$ cat src/rtl/arm_mc_controller.sv
// Multicycle ARM control unit: instruction-sequencing FSM, ALU decoder and
// conditional-execution logic with the NZCV flag register.
module arm_mc_controller #(
  parameter int unsigned ALUC_W  = 3,
  parameter bit          EXT_OPS = 1'b1
) (
  input  logic              clk,
  input  logic              reset_n,
  input  logic [3:0]        Cond,
  input  logic [1:0]        Op,
  input  logic [5:0]        Funct,
  input  logic [3:0]        Rd,
  input  logic [3:0]        ALUFlags,
  output logic              IRWrite,
  output logic              AdrSrc,
  output logic              ALUSrcA,
  output logic [1:0]        ALUSrcB,
  output logic [1:0]        ResultSrc,
  output logic [1:0]        ImmSrc,
  output logic [1:0]        RegSrc,
  output logic [ALUC_W-1:0] ALUControl,
  output logic              PCWrite,
  output logic              RegWrite,
  output logic              MemWrite,
  output logic [3:0]        Flags,
  output logic              Illegal
);

  typedef enum logic [3:0] {
    FETCH, DECODE, MEMADR, MEMRD, MEMWB, MEMWR,
    EXECR, EXECI, ALUWB, BRANCH, UNKNOWN
  } state_t;

  state_t     state;
  logic       cond_q;
  logic       cond_ex;
  logic [2:0] alu_op;
  logic       no_write;
  logic       upd_cv;
  logic       supported;
  logic       ir_w, pc_w, reg_w, mem_w;

  logic flag_n, flag_z, flag_c, flag_v;
  assign {flag_n, flag_z, flag_c, flag_v} = Flags;

  always_comb begin
    cond_ex = 1'b0;
    case (Cond)
      4'b0000: cond_ex = flag_z;
      4'b0001: cond_ex = !flag_z;
      4'b0010: cond_ex = flag_c;
      4'b0011: cond_ex = !flag_c;
      4'b0100: cond_ex = flag_n;
      4'b0101: cond_ex = !flag_n;
      4'b0110: cond_ex = flag_v;
      4'b0111: cond_ex = !flag_v;
      4'b1000: cond_ex = flag_c && !flag_z;
      4'b1001: cond_ex = !flag_c || flag_z;
      4'b1010: cond_ex = (flag_n == flag_v);
      4'b1011: cond_ex = (flag_n != flag_v);
      4'b1100: cond_ex = !flag_z && (flag_n == flag_v);
      4'b1101: cond_ex = flag_z || (flag_n != flag_v);
      4'b1110: cond_ex = 1'b1;
      default: cond_ex = 1'b0;
    endcase
  end

  // Unsupported encodings fall through as ADD with no register or flag write.
  always_comb begin
    alu_op    = 3'd0;
    no_write  = 1'b1;
    upd_cv    = 1'b0;
    supported = 1'b0;
    case (Funct[4:1])
      4'b0100: begin alu_op = 3'd0; no_write = 1'b0; upd_cv = 1'b1; supported = 1'b1; end
      4'b0010: begin alu_op = 3'd1; no_write = 1'b0; upd_cv = 1'b1; supported = 1'b1; end
      4'b0000: begin alu_op = 3'd2; no_write = 1'b0; supported = 1'b1; end
      4'b1100: begin alu_op = 3'd3; no_write = 1'b0; supported = 1'b1; end
      4'b0001: if (EXT_OPS) begin alu_op = 3'd4; no_write = 1'b0; supported = 1'b1; end
      4'b1010: if (EXT_OPS && Funct[0]) begin alu_op = 3'd1; upd_cv = 1'b1; supported = 1'b1; end
      4'b1000: if (EXT_OPS && Funct[0]) begin alu_op = 3'd2; supported = 1'b1; end
      4'b1101: if (EXT_OPS) begin alu_op = 3'd5; no_write = 1'b0; supported = 1'b1; end
      default: ;
    endcase
  end

  always_ff @(posedge clk or negedge reset_n) begin
    if (!reset_n) begin
      state  <= FETCH;
      Flags  <= '0;
      cond_q <= 1'b0;
    end else begin
      case (state)
        FETCH:  state <= DECODE;
        DECODE: begin
          cond_q <= cond_ex;
          case (Op)
            2'b00:   state <= Funct[5] ? EXECI : EXECR;
            2'b01:   state <= MEMADR;
            2'b10:   state <= BRANCH;
            default: state <= UNKNOWN;
          endcase
        end
        MEMADR: state <= Funct[0] ? MEMRD : MEMWR;
        MEMRD:  state <= MEMWB;
        EXECR, EXECI: begin
          state <= ALUWB;
          if (cond_q && Funct[0] && supported) begin
            Flags[3:2] <= ALUFlags[3:2];
            if (upd_cv) Flags[1:0] <= ALUFlags[1:0];
          end
        end
        default: state <= FETCH;
      endcase
    end
  end

  // Moore decode of the current state; write enables are also gated by
  // reset_n so they fall the moment reset is asserted.
  always_comb begin
    ir_w       = 1'b0;
    pc_w       = 1'b0;
    reg_w      = 1'b0;
    mem_w      = 1'b0;
    AdrSrc     = 1'b0;
    ALUSrcA    = 1'b0;
    ALUSrcB    = 2'b00;
    ResultSrc  = 2'b00;
    ALUControl = '0;
    Illegal    = 1'b0;
    case (state)
      FETCH: begin
        ir_w = 1'b1; pc_w = 1'b1; ALUSrcA = 1'b1; ALUSrcB = 2'b10; ResultSrc = 2'b10;
      end
      DECODE: begin
        ALUSrcA = 1'b1; ALUSrcB = 2'b10; ResultSrc = 2'b10;
      end
      MEMADR: ALUSrcB = 2'b01;
      MEMRD:  AdrSrc = 1'b1;
      MEMWB: begin
        ResultSrc = 2'b01;
        reg_w     = cond_q;
        pc_w      = cond_q && (Rd == 4'b1111);
      end
      MEMWR: begin
        AdrSrc = 1'b1;
        mem_w  = cond_q;
      end
      EXECR: ALUControl = ALUC_W'(alu_op);
      EXECI: begin
        ALUSrcB    = 2'b01;
        ALUControl = ALUC_W'(alu_op);
      end
      ALUWB: begin
        reg_w = cond_q && !no_write;
        pc_w  = cond_q && !no_write && (Rd == 4'b1111);
      end
      BRANCH: begin
        ALUSrcB = 2'b01; ResultSrc = 2'b10; pc_w = cond_q;
      end
      UNKNOWN: Illegal = 1'b1;
      default: ;
    endcase
  end

  assign IRWrite  = ir_w  && reset_n;
  assign PCWrite  = pc_w  && reset_n;
  assign RegWrite = reg_w && reset_n;
  assign MemWrite = mem_w && reset_n;
  assign ImmSrc   = Op;
  assign RegSrc   = {Op == 2'b01, Op == 2'b10};

endmodule

$ cat config.mk
export PLATFORM = sky130hd
export DESIGN_NAME = arm_mc_controller
export DESIGN_NICKNAME = d
export VERILOG_FILES = /design/src/rtl/arm_mc_controller.sv
export SDC_FILE = /design/constraint.sdc
export NUM_CORES = 1
export LEC_CHECK = 0
export ABC_AREA = 1
export CORE_AREA = 10 10 62 64
export DETAILED_ROUTE_END_ITERATION = 6
export DIE_AREA = 0 0 72 74
export PLACE_DENSITY = 0.72
export SYNTH_ARGS = -nofsm -noshare
export SYNTH_HDL_FRONTEND = slang
export SYNTH_SLANG_ARGS = --single-unit
$ cat constraint.sdc
create_clock -name clk -period 1.3 [get_ports clk]
set_clock_uncertainty 0.05 [all_clocks]
set_input_delay 0.26 -clock clk [delete_from_list [all_inputs] [get_ports clk]]
set_output_delay 0.26 -clock clk [all_outputs]
set_load 0.02 [all_outputs]
Word level (Yosys, flattened, before mapping)

Cells that the tools add are included.
Widths: inputs -> output; s select.

Register bits: 9
Input bits: 22
Output and inout bits: 22
Logic and storage cells: 92

Equality and inequality tests: 36
Mux-type cells: 21
Reductions and logical operators: 31

Operators by type and width:

| kind               | count |
|---|---|
| $eq 4x4->1 const B | 15 |
| $eq 4x3->1 const B | 9 |
| $pmux 3 s7         | 1 |
| $eq 4x2->1 const B | 5 |
| $pmux 4 s5         | 1 |
| $pmux 1 s15        | 1 |
| $eq 4x1->1 const B | 3 |
| $logic_not 4->1    | 3 |
| $pmux 4 s3         | 1 |
| $logic_and 1x1->1  | 11 |
| $reduce_or 2->1    | 5 |
| $mux 1             | 8 |
| $pmux 2 s2         | 2 |
| $mux 3             | 2 |
| $pmux 1 s2         | 3 |
| $reduce_or 3->1    | 2 |
| $reduce_or 6->1    | 1 |
| $logic_not 1->1    | 4 |
| $pmux 1 s4         | 1 |
| $reduce_and 3->1   | 1 |
| $eq 2x1->1 const B | 1 |
| $eq 2x2->1 const B | 1 |
| $logic_not 2->1    | 1 |
| $logic_or 1x1->1   | 2 |
| 4 further kinds    | 4 |

Logic depth before layout (Yosys ltp)

Depth after elaboration: 6
Depth in mapped cells: 10
Mapped depth without buffers: 10

Worst setup path before layout

OpenSTA, ideal clock, no wires.

Path kind: reg2out
Start point: register state[1]
End point: output port ALUSrcB[0]
Arrival: 1.365 ns
Data required time: 0.990 ns
Path slack: -0.375 ns
Cell stages (with the launch flop): 3
Path buffers: 0
Cell sequence: dfrtp_1 inv_1 o311ai_0

Word-level cells in the longest chain between the ends: 3
Elaborated cells on any way between the ends: 8
Those cells by class: eq/ne: 4; mux: 1; reduce/logical: 3

Ends and longest elaborated chain:

| item                                                                | line | text |
|---|---|---|
| start, declared                                                     | 34   | `state_t state;` |
| start signal, assigned                                              | 98   | `2'b00: state <= Funct[5] ? EXECI : EXECR;` |
| start signal, assigned                                              | 104  | `MEMADR: state <= Funct[0] ? MEMRD : MEMWR;` |
| $eq 4x4->1 (tied with other cells)                                  | 131  | `case (state)` |
| $reduce_or 3->1 (no line) / $reduce_or 2->1 (equally long branches) | --   |  |
| $pmux 2 s2 *                                                        | 131  |  |
| end, declared                                                       | 17   | `output logic [1:0] ALUSrcB,` |

Mark *: on every way between the ends. The rest lies on a longest branch, timed or not.

Worst setup path in the final report

Same ends and word-level chain as after synthesis.

==> flow_metrics.env <==
export IMPL_die_height_um=74
export IMPL_tritoncts="done"
export IMPL_grt_util_all_layers=0.157
export IMPL_fin_crit_ns=1.86
export IMPL_fin_ws_ns=-0.557
export IMPL_path_max_fanout=3
export IMPL_synth_avg_cell_area_um2=5.68
export IMPL_htree_levels=1
export IMPL_p_leak_nw=1.04
export IMPL_min_path_type="in -> async"
export IMPL_start_util=0.346
export IMPL_io_pins=44
export IMPL_clkTransAtPathRegs_ns=0.07
export IMPL_start_kind="flop"
export IMPL_finalHoldViolCount=0
export IMPL_cp_end_kind="output port"
export IMPL_slew_violations=0
export IMPL_via_count=1447
export IMPL_critPathKind="reg -> out"
export IMPL_fmax_ghz=0.538
export IMPL_synth_area_um2=921
export IMPL_rsz0062_at_grt="yes"
export IMPL_synth_distinct_cells=24
export IMPL_drt_iter0_drc=74
export IMPL_drive_gt1_frac=0.510
export IMPL_clock_path_buffers=2
export IMPL_drc=0
export IMPL_final_core_util=0.766
export IMPL_tns_ns=-6.35
export IMPL_first_pass_iters=4
export IMPL_place_ws_ns=-1.05
export IMPL_powerDensity_nw_per_um2=1520
export IMPL_tightest_slew_ns=0.294
export IMPL_topRoutingLayerUsed="met4"
export IMPL_wl_per_cell_um=16.0
export IMPL_ir_worst_vdd_uv=1060
export IMPL_arrival_ns=1.55
export IMPL_core_um2=2660
export IMPL_place_gp_congestion=0.972
export IMPL_diodes=0
export IMPL_status="finished with violations"
export IMPL_wl_met3_um=234
export IMPL_relSlewSlack=0.801
export IMPL_cp_data_required_time_ns=0.99
export IMPL_violations="negative setup slack"
export IMPL_hpwl_mm=3.19
export IMPL_num_rows=19
export IMPL_fin_crit_sh=1.43
export IMPL_synthesis_nets=184
export IMPL_antenna_found_initial=0
export IMPL_die_area_um2=5330
export IMPL_cts_root_buf="clkbuf_4"
export IMPL_grt_first_pass_wirelength_mm=6.82
export IMPL_io_buffers=43
export IMPL_postSynthCellCount=162
export IMPL_wirelength_met1_mm=1.77
export IMPL_insertion_delay_ns=0.28
export IMPL_wl_met2_mm=2.46
export IMPL_rrSetupSlack_ns=-0.17
export IMPL_yosysSeqAreaShare=0.245
export IMPL_clock_sinks=9
export IMPL_routed_via_density=5.06
export IMPL_wl_mm=4.59
export IMPL_grt_max_degree=10
export IMPL_ys_warn_count=0
export IMPL_nets=278
export IMPL_setup_violations=21
export IMPL_syn_to_final_growth_pct=122
export IMPL_ant_nets=0
export IMPL_grt_overflow_total=0
export IMPL_synth_seq_cells=9
export IMPL_cts_buffers=3
export IMPL_grt_pass1_vias=1436
export IMPL_max_cap_violations=0
export IMPL_die_w_um=72
-- per-layer routing --
metal,vias up,GRT usage
li1,698,-
met1,675,0.174
met2,58,0.291
met3,16,0.0319
met4,0,0.0538
met5,-,0
-- repair_timing --
item	CTS	global route
hold buffers	0	0
endpoints found under the setup margin	27	25
pin swaps	11	12
setup buffers	7	3
cloned	0	0
resized for setup	157	39
-- worst max-delay path: stages (launching register included) --
cell and delay [ns]:
dfrtp_2 0.40, inv_2 0.06, buf_6 0.12, nor2_1 0.09, inv_1 0.09, nor2_2 0.10, inv_1 0.07, o311ai_1 0.10
buf_2 0.24
-- cell families after synthesis --
logic type	Yosys count	share of synthesized area
buf+inv	34	0.147
compound gates	17	0.115
simple gates	102	0.493
flops	9	0.245
-- area by class of cell --
class                           count  area (µm²)
Inverter                           32         128
Tap cell                           31        38.8
Timing Repair Buffer               91         816
Multi-Input combinational cell    119         803
Sequential cell                     9         229
Clock buffer                        4        26.3
Fill cell                         202         622
-- state kept, by name, indices dropped and copies added, names as in the netlist --
name / cells
Flags: 4
cond_q: 1
state: 4
-- final timing paths --
kind                                       from  cells after the start                    to
min reg2reg                Flags[3]$_DFFE_PN0P_                      2  Flags[3]$_DFFE_PN0P_
max reg2reg                  state[3]$_DFF_PN0_                      9  Flags[2]$_DFFE_PN0P_
max                          state[1]$_DFF_PN0_                      8            ALUSrcB[0]
min in group clk                       Funct[0]                      3    state[2]$_DFF_PN0_
min                                     reset_n                      2    state[0]$_DFF_PN0_
max in group asynchronous               reset_n                      2  Flags[0]$_DFFE_PN0P_
-- cells in the mapped netlist --
| cell | number | area [µm²] |
|---|---|---|
| o21ai_0 | 4 | 20.0 |
| nand3_4 | 1 | 17.5 |
| nand2_2 | 4 | 25.0 |
| o211ai_1 | 1 | 7.51 |
| nand3_2 | 1 | 10.0 |
| nand3b_1 | 1 | 7.51 |
| dfrtp_1 | 9 | 225 |
| nand3_1 | 14 | 70.1 |
| nand4_1 | 3 | 18.8 |
| a21oi_1 | 3 | 15.0 |
| buf_4 | 2 | 15.0 |
| o211ai_2 | 1 | 12.5 |
| inv_2 | 3 | 11.3 |
| o22ai_1 | 2 | 12.5 |
| o21ai_1 | 3 | 15.0 |
| nor3_1 | 2 | 10.0 |
| nor2_2 | 2 | 12.5 |
| o21ai_2 | 1 | 8.76 |
| a31oi_1 | 1 | 6.26 |
| nand2_1 | 39 | 146 |
| inv_1 | 29 | 109 |
| and2_4 | 1 | 8.76 |
| o311ai_0 | 1 | 8.76 |
| nor2_1 | 34 | 128 |
-- placed cells by master (no fill, tap or decap), types with 2 or more instances in the layout --
cell type         n
buf_4            37
nand2_1          29
buf_6            25
nor2_1           21
inv_1            19
dlygate4sd2_1    13
inv_2            12
nand3_1          10
clkdlybuf4s50_1  10
nor2_4            9
nand2_2           9
dfrtp_1           6
nor2_2            6
nand3_4           4
dfrtp_2           3
o21ai_0           3
nand2_4           3
nand4_1           3
o21ai_1           3
clkbuf_4          3
buf_2             3
nand2_8           2
nand3_2           2
nor3_4            2
o21ai_2           2
a21oi_2           2
-- where the power goes --
group	internal (W)	switching, W
logic	0.00109	0.00131
clock network	0.000119	0.000117
registers	0.000375	0.0000966
-- per-stage QoR --
step                power, W  instance area (µm²)  cells  hold slack, ns
floorplan            0.00125                  942    162         -0.0856
global placement     0.00217                 1700    275           0.468
detailed placement   0.00222                 1700    275           0.478
CTS                  0.00284                 1920    285           0.319
global route         0.00326                 2040    286           0.345
finish               0.00311                 2040    286           0.324
Power figures use the tool's default switching activity.
